<file path="config.mk">
export PLATFORM = sky130hd
export DESIGN_NAME = mlp_seq_net
export DESIGN_NICKNAME = d
export VERILOG_FILES = /design/src/rtl/mlp_seq_net.sv
export SDC_FILE = /design/constraint.sdc
export NUM_CORES = 1
export LEC_CHECK = 0
export ABC_AREA = 1
export CAP_MARGIN = 40
export CORE_MARGIN = 2
export CORE_UTILIZATION = 43
export CTS_BUF_LIST = sky130_fd_sc_hd__clkbuf_8
export DETAILED_ROUTE_END_ITERATION = 6
export GPL_ROUTABILITY_DRIVEN = 0
export SLEW_MARGIN = 20
export SYNTH_ARGS = -nofsm -noshare
export SYNTH_HDL_FRONTEND = slang
export SYNTH_SLANG_ARGS = --single-unit
</file>
<file path="constraint.sdc">
create_clock -name clk -period 7.4 [get_ports clk]
set_clock_uncertainty 0.05 [all_clocks]
set_input_delay 1.11 -clock clk [delete_from_list [all_inputs] [get_ports clk]]
set_output_delay 1.11 -clock clk [all_outputs]
set_load 0.01 [all_outputs]
</file>
<file path="src/rtl/mlp_seq_net.sv">
// mlp_seq_net: two-layer fixed-point perceptron built around a single shared
// multiply-accumulate datapath. N_IN inputs, N_HID hidden neurons, one output.
// Weights and biases live in a run-time writable register file.
// Optional build macro MLP_LEAKY_RELU_EN: hidden layer uses leaky ReLU
// (negative pre-activation >>> 3) instead of plain ReLU.
module mlp_seq_net #(
  parameter int DATA_WIDTH = 8,
  parameter int FRAC_BITS  = 4,
  parameter int N_IN       = 2,
  parameter int N_HID      = 4,
  localparam int DEPTH     = N_HID*(N_IN+1) + N_HID + 1,
  localparam int AW        = $clog2(DEPTH)
) (
  input  logic                       clk,
  input  logic                       rst,
  input  logic                       En,
  input  logic                       Run,
  input  logic [N_IN*DATA_WIDTH-1:0] X,
  input  logic                       wr_en,
  input  logic [AW-1:0]              wr_addr,
  input  logic [DATA_WIDTH-1:0]      wr_data,
  output logic [DATA_WIDTH-1:0]      Y,
  output logic                       Busy,
  output logic                       Done,
  output logic [1:0]                 Ready_Bus
);

  localparam int DW    = DATA_WIDTH;
  localparam int NMAX  = (N_IN > N_HID) ? N_IN : N_HID;
  localparam int ACC_W = DW + FRAC_BITS + $clog2(NMAX+1) + 1;
  localparam int SW    = ACC_W + 1;
  localparam int PW    = 2*DW;
  localparam int IW    = (N_IN  > 1) ? $clog2(N_IN)  : 1;
  localparam int HW    = (N_HID > 1) ? $clog2(N_HID) : 1;

  // Saturation limits in the pre-activation width.
  localparam logic signed [SW-1:0] MAX_S = {{(SW-DW+1){1'b0}}, {(DW-1){1'b1}}};
  localparam logic signed [SW-1:0] MIN_S = ~MAX_S;

  typedef enum logic [2:0] {
    S_IDLE, S_L1_MAC, S_L1_ACT, S_L2_MAC, S_L2_ACT, S_DONE
  } state_t;

  state_t                   state, state_nx;
  logic [DEPTH-1:0][DW-1:0] rf;
  logic [N_IN-1:0][DW-1:0]  x_q;
  logic [N_HID-1:0][DW-1:0] hid;
  logic [AW-1:0]            ptr;
  logic [IW-1:0]            i_cnt;
  logic [HW-1:0]            h_cnt;
  logic signed [ACC_W-1:0]  acc;

  logic signed [DW-1:0]     op_a, op_w;
  logic signed [PW-1:0]     prod, prod_sh;
  logic signed [ACC_W-1:0]  mac;
  logic signed [SW-1:0]     pre;
  logic [DW-1:0]            hid_act, out_sat;
  logic                     i_last, h_last;

  function automatic logic [DW-1:0] sat_s(input logic signed [SW-1:0] v);
    if (v > MAX_S)      return MAX_S[DW-1:0];
    else if (v < MIN_S) return MIN_S[DW-1:0];
    else                return v[DW-1:0];
  endfunction

  assign i_last = (i_cnt == IW'(N_IN-1));
  assign h_last = (h_cnt == HW'(N_HID-1));

  // Shared MAC/activation datapath. The register file is walked strictly in
  // address order over a run, so one pointer addresses weights and biases.
  always_comb begin
    op_a    = (state == S_L1_MAC) ? x_q[i_cnt] : hid[h_cnt];
    op_w    = rf[ptr];
    prod    = PW'(op_a) * PW'(op_w);
    prod_sh = prod >>> FRAC_BITS;
    mac     = acc + ACC_W'(prod_sh);
    pre     = SW'(acc) + SW'(op_w);
    out_sat = sat_s(pre);
`ifdef MLP_LEAKY_RELU_EN
    hid_act = (pre < 0) ? sat_s(pre >>> 3) : sat_s(pre);
`else
    hid_act = (pre < 0) ? '0 : sat_s(pre);
`endif
  end

  // State register; En low freezes the sequence.
  always_ff @(posedge clk or negedge rst) begin
    if (!rst)    state <= S_IDLE;
    else if (En) state <= state_nx;
  end

  // Next-state: layer 1 loops MAC/ACT per hidden neuron, then layer 2.
  always_comb begin
    state_nx = state;
    case (state)
      S_IDLE:   if (Run) state_nx = S_L1_MAC;
      S_L1_MAC: if (i_last) state_nx = S_L1_ACT;
      S_L1_ACT: state_nx = h_last ? S_L2_MAC : S_L1_MAC;
      S_L2_MAC: if (h_last) state_nx = S_L2_ACT;
      S_L2_ACT: state_nx = S_DONE;
      S_DONE:   state_nx = S_IDLE;
      default:  state_nx = S_IDLE;
    endcase
  end

  // Datapath registers and status outputs, all gated by En.
  always_ff @(posedge clk or negedge rst) begin
    if (!rst) begin
      x_q       <= '0;
      hid       <= '0;
      acc       <= '0;
      ptr       <= '0;
      i_cnt     <= '0;
      h_cnt     <= '0;
      Y         <= '0;
      Busy      <= 1'b0;
      Done      <= 1'b0;
      Ready_Bus <= 2'b00;
    end else if (En) begin
      Done <= (state == S_L2_ACT);
      case (state)
        S_IDLE: if (Run) begin
          x_q       <= X;
          acc       <= '0;
          ptr       <= '0;
          i_cnt     <= '0;
          h_cnt     <= '0;
          Busy      <= 1'b1;
          Ready_Bus <= 2'b00;
        end
        S_L1_MAC: begin
          acc   <= mac;
          ptr   <= ptr + AW'(1);
          i_cnt <= i_last ? '0 : i_cnt + IW'(1);
        end
        S_L1_ACT: begin
          hid[h_cnt] <= hid_act;
          acc        <= '0;
          ptr        <= ptr + AW'(1);
          h_cnt      <= h_last ? '0 : h_cnt + HW'(1);
          if (h_last) Ready_Bus[0] <= 1'b1;
        end
        S_L2_MAC: begin
          acc   <= mac;
          ptr   <= ptr + AW'(1);
          h_cnt <= h_last ? '0 : h_cnt + HW'(1);
        end
        S_L2_ACT: begin
          Y            <= out_sat;
          Busy         <= 1'b0;
          Ready_Bus[1] <= 1'b1;
          acc          <= '0;
          ptr          <= '0;
        end
        default: ;
      endcase
    end
  end

  // Parameter file: writable whenever no run is in flight, independent of En.
  always_ff @(posedge clk or negedge rst) begin
    if (!rst)
      rf <= '0;
    else if (wr_en && !Busy && ({1'b0, wr_addr} < (AW+1)'(DEPTH)))
      rf[wr_addr] <= wr_data;
  end

endmodule

</file>
Word level (Yosys, flattened, before mapping)
Index checks and enable logic that the tools add are counted.
{ "totals": {"reg_bits": 223, "in_bits": 34, "output_inout_bits": 12, "wordCells": 120} }
{ "classes": {"add_sub_neg": 5, "mul": 1, "order_cmp": 10, "eq_ne": 9, "mux": 36, "n_reduce_logical": 26} }
{ "ops": {"columns": ["operator", "count"], "rows": [
  ["$bwmux W136", 1],
  ["$mux W8", 10],
  ["$pmux W16 S3", 1],
  ["$bmux W8 S5", 1],
  ["$demux W8 S5", 1],
  ["$bwmux W32", 1],
  ["$reduce_and A3 Y1", 6],
  ["$add A16 B8 Y17", 1],
  ["$gt A17 B8 Y1 const B", 1],
  ["$lt A17 B1 Y1 const B", 1],
  ["$lt A17 B8 Y1 const B", 1],
  ["$add A16 B12 Y16", 1],
  ["$bmux W8 S2", 1],
  ["$demux W8 S2", 1],
  ["$mul A8 B8 Y16", 1],
  ["$mux W16", 1],
  ["$pmux W3 S5", 1],
  ["$pmux W5 S3", 1],
  ["$lt A5 B6 Y1 const B", 2],
  ["$mux W3", 3],
  ["$ne A2 B2 Y1 const B", 4],
  ["$pmux W1 S2", 4],
  ["$reduce_and A4 Y1", 2],
  ["$reduce_bool A2 Y1", 4],
  ["other kinds (23)", 36]
]} }

Depth between registers and ports, before layout
Gate-level depths: netlist of run 1.
{ "depth": {"depth_word": 8, "mapped_depth": 40, "mapped_depth_nobuf": 38} }

Worst setup path before layout of run 1
Ideal clock, no wire load.
{ "synth_timing": {"path_kind": "flip-flop to flip-flop", "start": "register h_cnt[0]", "end": "register acc[13]", "arrival_time_ns": 6.181, "required_time_ns": 7.229, "slack_ns": 1.048, "stages_incl_launch_ff": 34, "path_buffers": 2, "cell_sequence": "dfrtp_1 > buf_2 > clkinv_1 > clkbuf_1 > o21ai_0 > o22ai_1 > o21ai_1 > nand2_1 > fa_1 > fa_1 > inv_1 > fa_1 > inv_1 > fa_1 > inv_1 > ha_1 > inv_1 > o21ai_0 > nand2_1 > a21oi_1 > nor2_1 > xor2_1 > inv_1 > ha_1 > nand2_1 > or2_0 > nand3_1 > a21boi_1 > o21ai_0 > nand2_1 > nand2_1 > nand2_1 > nand2_1 > o21ai_1"} }
{ "synth_between": {"elab_chain_cells": 6} }
{ "synth_rtl": {"columns": ["element", "line_no", "source"], "rows": [
  ["start: declaration", "50", "logic [HW-1:0] h_cnt;"],
  ["start signal: assignment", "140", "h_cnt <= h_last ? '0 : h_cnt + HW'(1);"],
  ["start signal: assignment", "146", "h_cnt <= h_last ? '0 : h_cnt + HW'(1);"],
  ["$bmux W8 S2", "72", "op_a = (state == S_L1_MAC) ? x_q[i_cnt] : hid[h_cnt];"],
  ["$mux W8 (not written as such)", "72", null],
  ["$mux W8", "72", null],
  ["$mul A8 B8 Y16", "74", "prod = PW'(op_a) * PW'(op_w);"],
  ["$add A16 B12 Y16", "76", "mac = acc + ACC_W'(prod_sh);"],
  ["$pmux W16 S3", "121", "case (state)"],
  ["end signal: assignment", "132", "acc <= mac;"],
  ["end signal: assignment", "144", "acc <= mac;"],
  ["end: declaration", "51", "logic signed [ACC_W-1:0] acc;"]
]} }
No other way between the ends. The select of a mux whose other input is x is not followed.
A chain may end at the register's enable or synchronous reset.

Worst setup path in the final report of run 1
{ "layout_timing": {"start": "register ptr[0]", "end": "register acc[14]"} }
{ "layout_between": {"elab_chain_cells": 5} }
{ "layout_rtl": {"columns": ["element", "line_no", "source"], "rows": [
  ["start: declaration", "48", "logic [AW-1:0] ptr;"],
  ["start signal: assignment", "133", "ptr <= ptr + AW'(1);"],
  ["start signal: assignment", "139", "ptr <= ptr + AW'(1);"],
  ["start signal: assignment", "145", "ptr <= ptr + AW'(1);"],
  ["$bmux W8 S5", "73", "op_w = rf[ptr];"],
  ["$mux W8 (not written as such)", "73", null],
  ["$mul A8 B8 Y16", "74", null],
  ["$add A16 B12 Y16", "76", null],
  ["$pmux W16 S3", "121", null]
]} }
No other way between the ends. The select of a mux whose other input is x is not followed.

==> summary.md, run 1 <==
| Metric | Value |
|---|---|
| Status | `completed` |
| Max-cap violation count | `0` |
| Fin. max-slew vios | `0` |
| Width of the die | `187 um` |
| Most frequent cells in the layout | `nand2_1 (526), inv_1 (221), dfrtp_1 (220), o21ai_0 (220), nor2_1 (205)` |
| Via density | `slightly above 5` |
| Clock transition at path regs | `approximately 0.06 ns` |
| Mux cell area share after synthesis | `0.00279` |
| Min Clock Period, post-route | `6.90 ns` |
| Highest clock rate | `roughly 0.14 GHz` |
| Layout cells sized above 1 | `0.0705` |
| Compound-gate portion of the synthesized area | `0.142` |
| Root buf cell | `clkbuf_8` |
| Vias in the first global route | `approximately 12k` |
| Total grt overflow | `0` |
| Clk Latency, worst-skew pair | `0.56 ns` |
| Headroom to the max-slew limit | `0.476` |
| Final ANT Viol Nets | `0` |
| CTS H-tree depth | `2` |
| Part of the Yosys area used for sequential elements | `0.388` |
| Cell row count | `66` |
| Critical Path Source | `ptr[0]$_DFFE_PN0P_` |
| FFs w/ async S/R, synth | `1.00` |
| Vias | `12.3k` |
| Total setup buffers inserted after CTS | `0` |
| Largest net degree at the start of global routing | `96` |
| Post-Route WL | `37.1 mm` |
| Synth warn | `0` |
| Most common cell after layout, fill and taps aside | `nand2_1` |
| Met2 Usage GRT | `0.362` |
| Setup TNS | `0 ns` |
| Worst EP required | `between 7 and 8 ns` |
| Initial antenna violation count | `0` |
| #FFs+latches synth | `between 200 and 250` |
| Pre-Repair DR Iteration Count | `6` |
| P&R area growth vs syn | `12.9%` |
| Worst Tran Pin Value | `0.785 ns` |
| Grt peak-use layer | `met2` |
| Kind of critical path | `reg2reg` |
| Clk sinks | `between 200 and 250` |
| Final period util | `0.933` |
| CTS tree | `yes` |
| Die area | `between 30000 and 40000 um^2` |
| RSZ-0062 raised after global routing | `false` |
| Mapped Nets | `around 2.0k` |
| Met1 usage | `0.297` |
| Syn avg cell area | `a little under 8 um^2` |
| Combinational family with the most area after synthesis | `simple AND/OR/NAND/NOR gates` |
| Adder-cell share of the synthesized area | `0.135` |
| Area share of xor/xnor cells in the synthesized design | `0.0178` |
| Initial core utilization | `0.440` |
| Top cell by count, worst path | `nand2_1` |
| Nets@finish | `just over 2k` |
| Post-DP HPWL | `~27 mm` |
| Met3 global-route usage | `0.0311` |
| Worst Setup End Kind | `flop` |
| Worst r2r src | `ptr[0]$_DFFE_PN0P_` |
| CORE AREA | `~33000 um^2` |
| TritonCTS buffer count | `40` |
| EDFF count, synth | `0` |
| Global Route Usage Sum | `0.219` |
| Diode count | `0` |
| CTS max path bufs | `3` |
| Die H | `187 um` |
| CP Data Arrival Time | `a little over 7 ns` |
| Crit Path Max Fanout | `22` |
| Most used DFF post-synth | `dfrtp_1` |
| IO Port Bufs | `between 40 and 50` |
| Post-synth cell types | `49` |
| Synthesized area | `around 14000 um^2` |
| Final setup violation count | `0` |
| Drt wl/cell | `around 16 um` |
| I/O pins | `46` |
| Hold Crit Start | `hid[15]$_DFFE_PN0P_` |
| First-pass GRT wire length | `about 62 mm` |
| Mapped Cells | `approximately 1.9k` |
| Worst hold path class | `reg2reg` |
| CP max stage cell | `fa_1` |
| Simple-gate portion of the synthesized area | `0.238` |
| First DRT Iteration DRCs | `roughly 830` |
| Worst setup SP type | `flop` |
| Residual DRC | `0` |
| Slowest Stage Delay on Critical Path | `roughly 0.54 ns` |
| Final-report hold violation count | `0` |
## repair_timing
action	4_1_cts	5_1_grt
hold endpoints to repair	0	0
gates resized for setup	0	16
hold buffers	0	0
setup endpoints to repair	0	4
## through the flow
step                       util  worst slack (ns)  instance area, um^2  instances  hold WS (ns)
after CTS                 0.495             0.415                16200       2386         0.424
after global placement    0.470             0.514                15400       2317         0.404
after detailed placement  0.471             0.480                15400       2318         0.410
after floorplan               -              1.05                14400       1865         0.384
final                     0.496             0.498                16200       2386         0.417
after global routing      0.496            0.0252                16200       2386         0.438
## per-layer routing
metal / up-vias / routed length, um
met5: - / 0
li1: 6125 / -
met2: 308 / 17400
met1: 5768 / 16900
met4: 0 / 905
met3: 63 / 1890
## worst paths after layout
check | endpoint | slack, ns | cells past startpoint
max reg2reg | acc[14]$_DFFE_PN0P_ | 0.50 | 38
min reg2reg | hid[15]$_DFFE_PN0P_ | 0.42 | 2
max | acc[14]$_DFFE_PN0P_ | 0.50 | 38
min | hid[15]$_DFFE_PN0P_ | 0.42 | 2
max in group asynchronous | ptr[1]$_DFFE_PN0P_ | 5.46 | 3
min in group asynchronous | hid[4]$_DFFE_PN0P_ | 0.53 | 1
## sequential cells by signal, indices dropped and copies added (netlist names)
signal / count
Busy: 1
h_cnt: 2
Done: 1
ptr: 5
x_q: 16
rf: 136
acc: 16
state: 3
Y: 8
i_cnt: 1
hid: 32
Ready_Bus: 2
## synthesized netlist by cell type (4+ instances only)
library cell | number | area, um^2
o31ai_1 | 4 | 30.0
a31oi_1 | 4 | 25.0
a32o_1 | 5 | 50.1
mux2i_1 | 4 | 40.0
nand2_4 | 4 | 45.0
xnor2_1 | 9 | 78.8
a21oi_1 | 39 | 195
nand3_1 | 58 | 290
xor2_1 | 17 | 149
buf_2 | 14 | 70.1
o32ai_1 | 27 | 236
inv_1 | 207 | 777
nor2_1 | 206 | 773
o21ai_2 | 8 | 70.1
fa_1 | 56 | 1120
nand2_1 | 526 | 1970
nand4_1 | 20 | 125
o21ai_0 | 221 | 1110
dfrtp_1 | 223 | 5580
clkbuf_1 | 48 | 180
a21boi_1 | 4 | 30.0
nor2_2 | 4 | 25.0
o22ai_1 | 7 | 43.8
clkinv_1 | 5 | 18.8
o21ai_1 | 29 | 145
inv_2 | 7 | 26.3
nor3_1 | 7 | 35.0
ha_1 | 65 | 813
## critical path, delay by kind of cell, from the launching register on
family                     cells  cell delay (ns)
adders and majority gates      6             2.75
DFF                            1             0.43
AOI/OAI and AO/OA              7             1.15
and+or+nand+nor               15             1.26
xor gates and xnor gates       1             0.14
buffers and inverters          9             0.99
## area by class of cell
| type | count | area [um^2] |
|---|---|---|
| clock inverters | 20 | 116 |
| clock buffers | 48 | 661 |
| fillers | 3175 | 16500 |
| inverters | 220 | 838 |
| flip-flops and latches | 223 | 5580 |
| repair buffers | 76 | 754 |
| well taps | 442 | 553 |
| multi-input cells | 1357 | 7730 |
## cells by family (layout without fill, tap and decap cells)
| group | after synthesis | count (layout) |
|---|---|---|
| simple gates | 844 | 844 |
| compound gates | 361 | 361 |
| buf+inv | 285 | 364 |
| flops | 223 | 223 |
| fa+ha+maj | 121 | 121 |
| xor+xnor | 27 | 27 |
| mux | 4 | 4 |
Power of run 1 is not shown: default switching activity piles up to over one toggle a cycle in this logic, so the estimate is an artifact.
==> run 2, diff against run 1 <==
- ABC_AREA: 1 -> default
- SETUP_SLACK_MARGIN: default -> 0.2
==> run 2 against run 1 <==
Against the previous run:
- critical path depth decreased by 12
- cell count decreased by 22%
- largest cell class unchanged
- clock-buffer cell count is 4 higher
- global-route usage fell by 1.8 points
- design area up 6.8%
- highest routed layer is now met5
- die area is 0.62% lower
- sequential share of layout area is 2.2 points lower
- worst setup slack got worse by 0.36 ns
- via count down 18%
- sequential cell count unchanged
==> summary.md, run 2 <==
| Metric | Value |
|---|---|
| Reg with most FFs | `rf` |
| Count leader, synth | `dfrtp_1` |
| Die area | `~35000 um^2` |
| P&R area growth vs syn | `21.4%` |
| Synth top area share | `0.391` |
| Status | `completed` |
| Via density | `between 5 and 6` |
| FFs w/ async S/R, synth | `1.00` |
| Min Clock Period, post-route | `7.26 ns` |
| Max-cap violation count | `0` |
| Width of the die | `186 um` |
| Initial antenna violation count | `1` |
| Setup TNS | `0 ns` |
| Die H | `186 um` |
| Initial core utilization | `0.438` |
| Layout cells sized above 1 | `0.351` |
| Final period util | `0.981` |
| Headroom to the max-slew limit | `0.499` |
| Finished Core Util | `0.532` |
| I/O pins | `46` |
| CTS tree | `yes` |
| Residual DRC | `0` |
| Most common cell after layout, fill and taps aside | `dfrtp_1` |
| Final setup violation count | `0` |
| Part of the Yosys area used for sequential elements | `0.391` |
| Cell row count | `66` |
| CTS H-tree depth | `2` |
| Worst Tran Pin Value | `around 0.74 ns` |
| Clk sinks | `approximately 220` |
| Vias | `about 10k` |
| Nets@finish | `between 1.5k and 2k` |
| Synth warn | `0` |
| Syn avg cell area | `approximately 12 um^2` |
| Kind of critical path | `reg2reg` |
| Worst Setup End Kind | `flop` |
| Largest net degree at the start of global routing | `80` |
| CORE AREA | `around 33000 um^2` |
| First-pass GRT wire length | `54.7 mm` |
| Worst EP required | `7.76 ns` |
| Total grt overflow | `0` |
| Worst setup SP type | `flop` |
| CTS Hold Bufs | `0` |
| Worst hold path class | `reg2reg` |
| Final-report hold violation count | `0` |
| #FFs+latches synth | `between 200 and 250` |
| Clock transition at path regs | `around 0.06 ns` |
| RSZ-0062 raised after global routing | `true` |
| Vias in the first global route | `around 10k` |
| Most used DFF post-synth | `dfrtp_1` |
| Synthesized area | `roughly 14000 um^2` |
| Mapped Nets | `1395` |
| Biggest regs | `rf (136), hid (32)` |
| Global Route Usage Sum | `0.201` |
| EDFF count, synth | `0` |
| CTS max path bufs | `3` |
| Most frequent cells in the layout | `dfrtp_1 (222), mux2_2 (152), inv_1 (107)` |
| Area contributors post-synth | `dfrtp_1 (39%), mux2_2 (12%), fa_1 (7.8%)` |
| Final ANT Viol Nets | `0` |
| Post-synth cell types | `90` |
| Root buf cell | `clkbuf_8` |
| Highest clock rate | `0.138 GHz` |
| Diode count | `0` |
| Max reg flops | `roughly 140` |
| Crit Path Max Fanout | `8` |
| IO Port Bufs | `45` |
| First DRT Iteration DRCs | `536` |
| Post-Route WL | `33.9 mm` |
| Pre-Repair DR Iteration Count | `5` |
| CP Data Arrival Time | `about 7.6 ns` |
| Fin. max-slew vios | `0` |
| TritonCTS buffer count | `40` |
| Drt wl/cell | `18.2 um` |
| Commonest cells in the netlist | `dfrtp_1 (223), mux2_2 (152), inv_1 (114), nand2_1 (96), nor2_1 (66)` |
| Mapped Cells | `between 1k and 1.5k` |
| Clk Latency, worst-skew pair | `between 0.5 and 0.6 ns` |
| Post-DP HPWL | `between 20 and 25 mm` |
| Post-synth top area cell | `dfrtp_1` |
## run 2: what timing repair did
action | in CTS | in global routing
gates resized for setup | 55 | 55
endpoints found under the setup margin | 4 | 8
gates cloned | 1 | 0
setup buffers | 24 | 19
pin swaps | 37 | 57
## run 2: final timing paths
check,startpoint,endpoint,slack [ns],cells past startpoint
min reg2reg,hid[18]$_DFFE_PN0P_,hid[18]$_DFFE_PN0P_,0.43,2
max,ptr[0]$_DFFE_PN0P_,acc[14]$_DFFE_PN0P_,0.14,26
min,hid[18]$_DFFE_PN0P_,hid[18]$_DFFE_PN0P_,0.43,2
min in group asynchronous,rst,hid[1]$_DFFE_PN0P_,0.50,1
max in group asynchronous,rst,ptr[0]$_DFFE_PN0P_,5.58,3
max reg2reg,ptr[0]$_DFFE_PN0P_,acc[14]$_DFFE_PN0P_,0.14,26
## run 2: cells by family after synthesis
kind of cell / after synthesis / share of synthesized area
DFF: 223 / 0.391
and+or+nand+nor: 297 / 0.110
muxes: 209 / 0.202
AOI/OAI and AO/OA: 201 / 0.0974
buffers and inverters: 156 / 0.0429
adders and majority gates: 121 / 0.135
xor gates and xnor gates: 33 / 0.0216
## run 2: critical path: stages (launching register included)
cell     delay (ns)
dfrtp_2        0.52
buf_12         0.15
buf_16         0.10
mux4_2         0.51
mux4_2         0.50
a22oi_2        0.26
buf_4          0.18
buf_4          0.11
nor2_2         0.04
fa_1           0.55
fa_1           0.43
fa_1           0.49
inv_1          0.05
fa_1           0.51
inv_2          0.05
ha_4           0.24
or3_4          0.40
nand4_1        0.12
nand3_2        0.11
and4_4         0.17
or2_4          0.28
ha_4           0.17
buf_4          0.14
or2_2          0.35
o311a_1        0.16
o21ai_1        0.12
or3b_1         0.34
## run 2: area by class of cell
type | instances | area, um^2
clock buffers | 52 | 716
clock inverters | 18 | 124
inverters | 115 | 432
flip-flops and latches | 223 | 5580
repair buffers | 146 | 1420
fillers | 2778 | 15300
well taps | 442 | 553
multi-input cells | 861 | 8520
## run 2: per-layer routing
layer / global-route usage / up-vias / wire [um]
met5: 0 / - / 13
met4: 0.0545 / 2 / 705
met3: 0.0352 / 63 / 1380
met2: 0.339 / 197 / 16700
met1: 0.269 / 5086 / 15100
li1: - / 4710 / -
## run 2: stage by stage
step	instances	setup slack (ns)	hold WS, ns	area (um^2)
after floorplan	1240	0.216	0.398	14300
after global placement	1735	-0.00959	0.414	15500
after detailed placement	1743	-0.118	0.418	15600
after CTS	1838	0.202	0.434	17000
after global routing	1857	-0.124	0.448	17300
final	1857	0.141	0.431	17300
Power of run 2 is left out for the same reason.
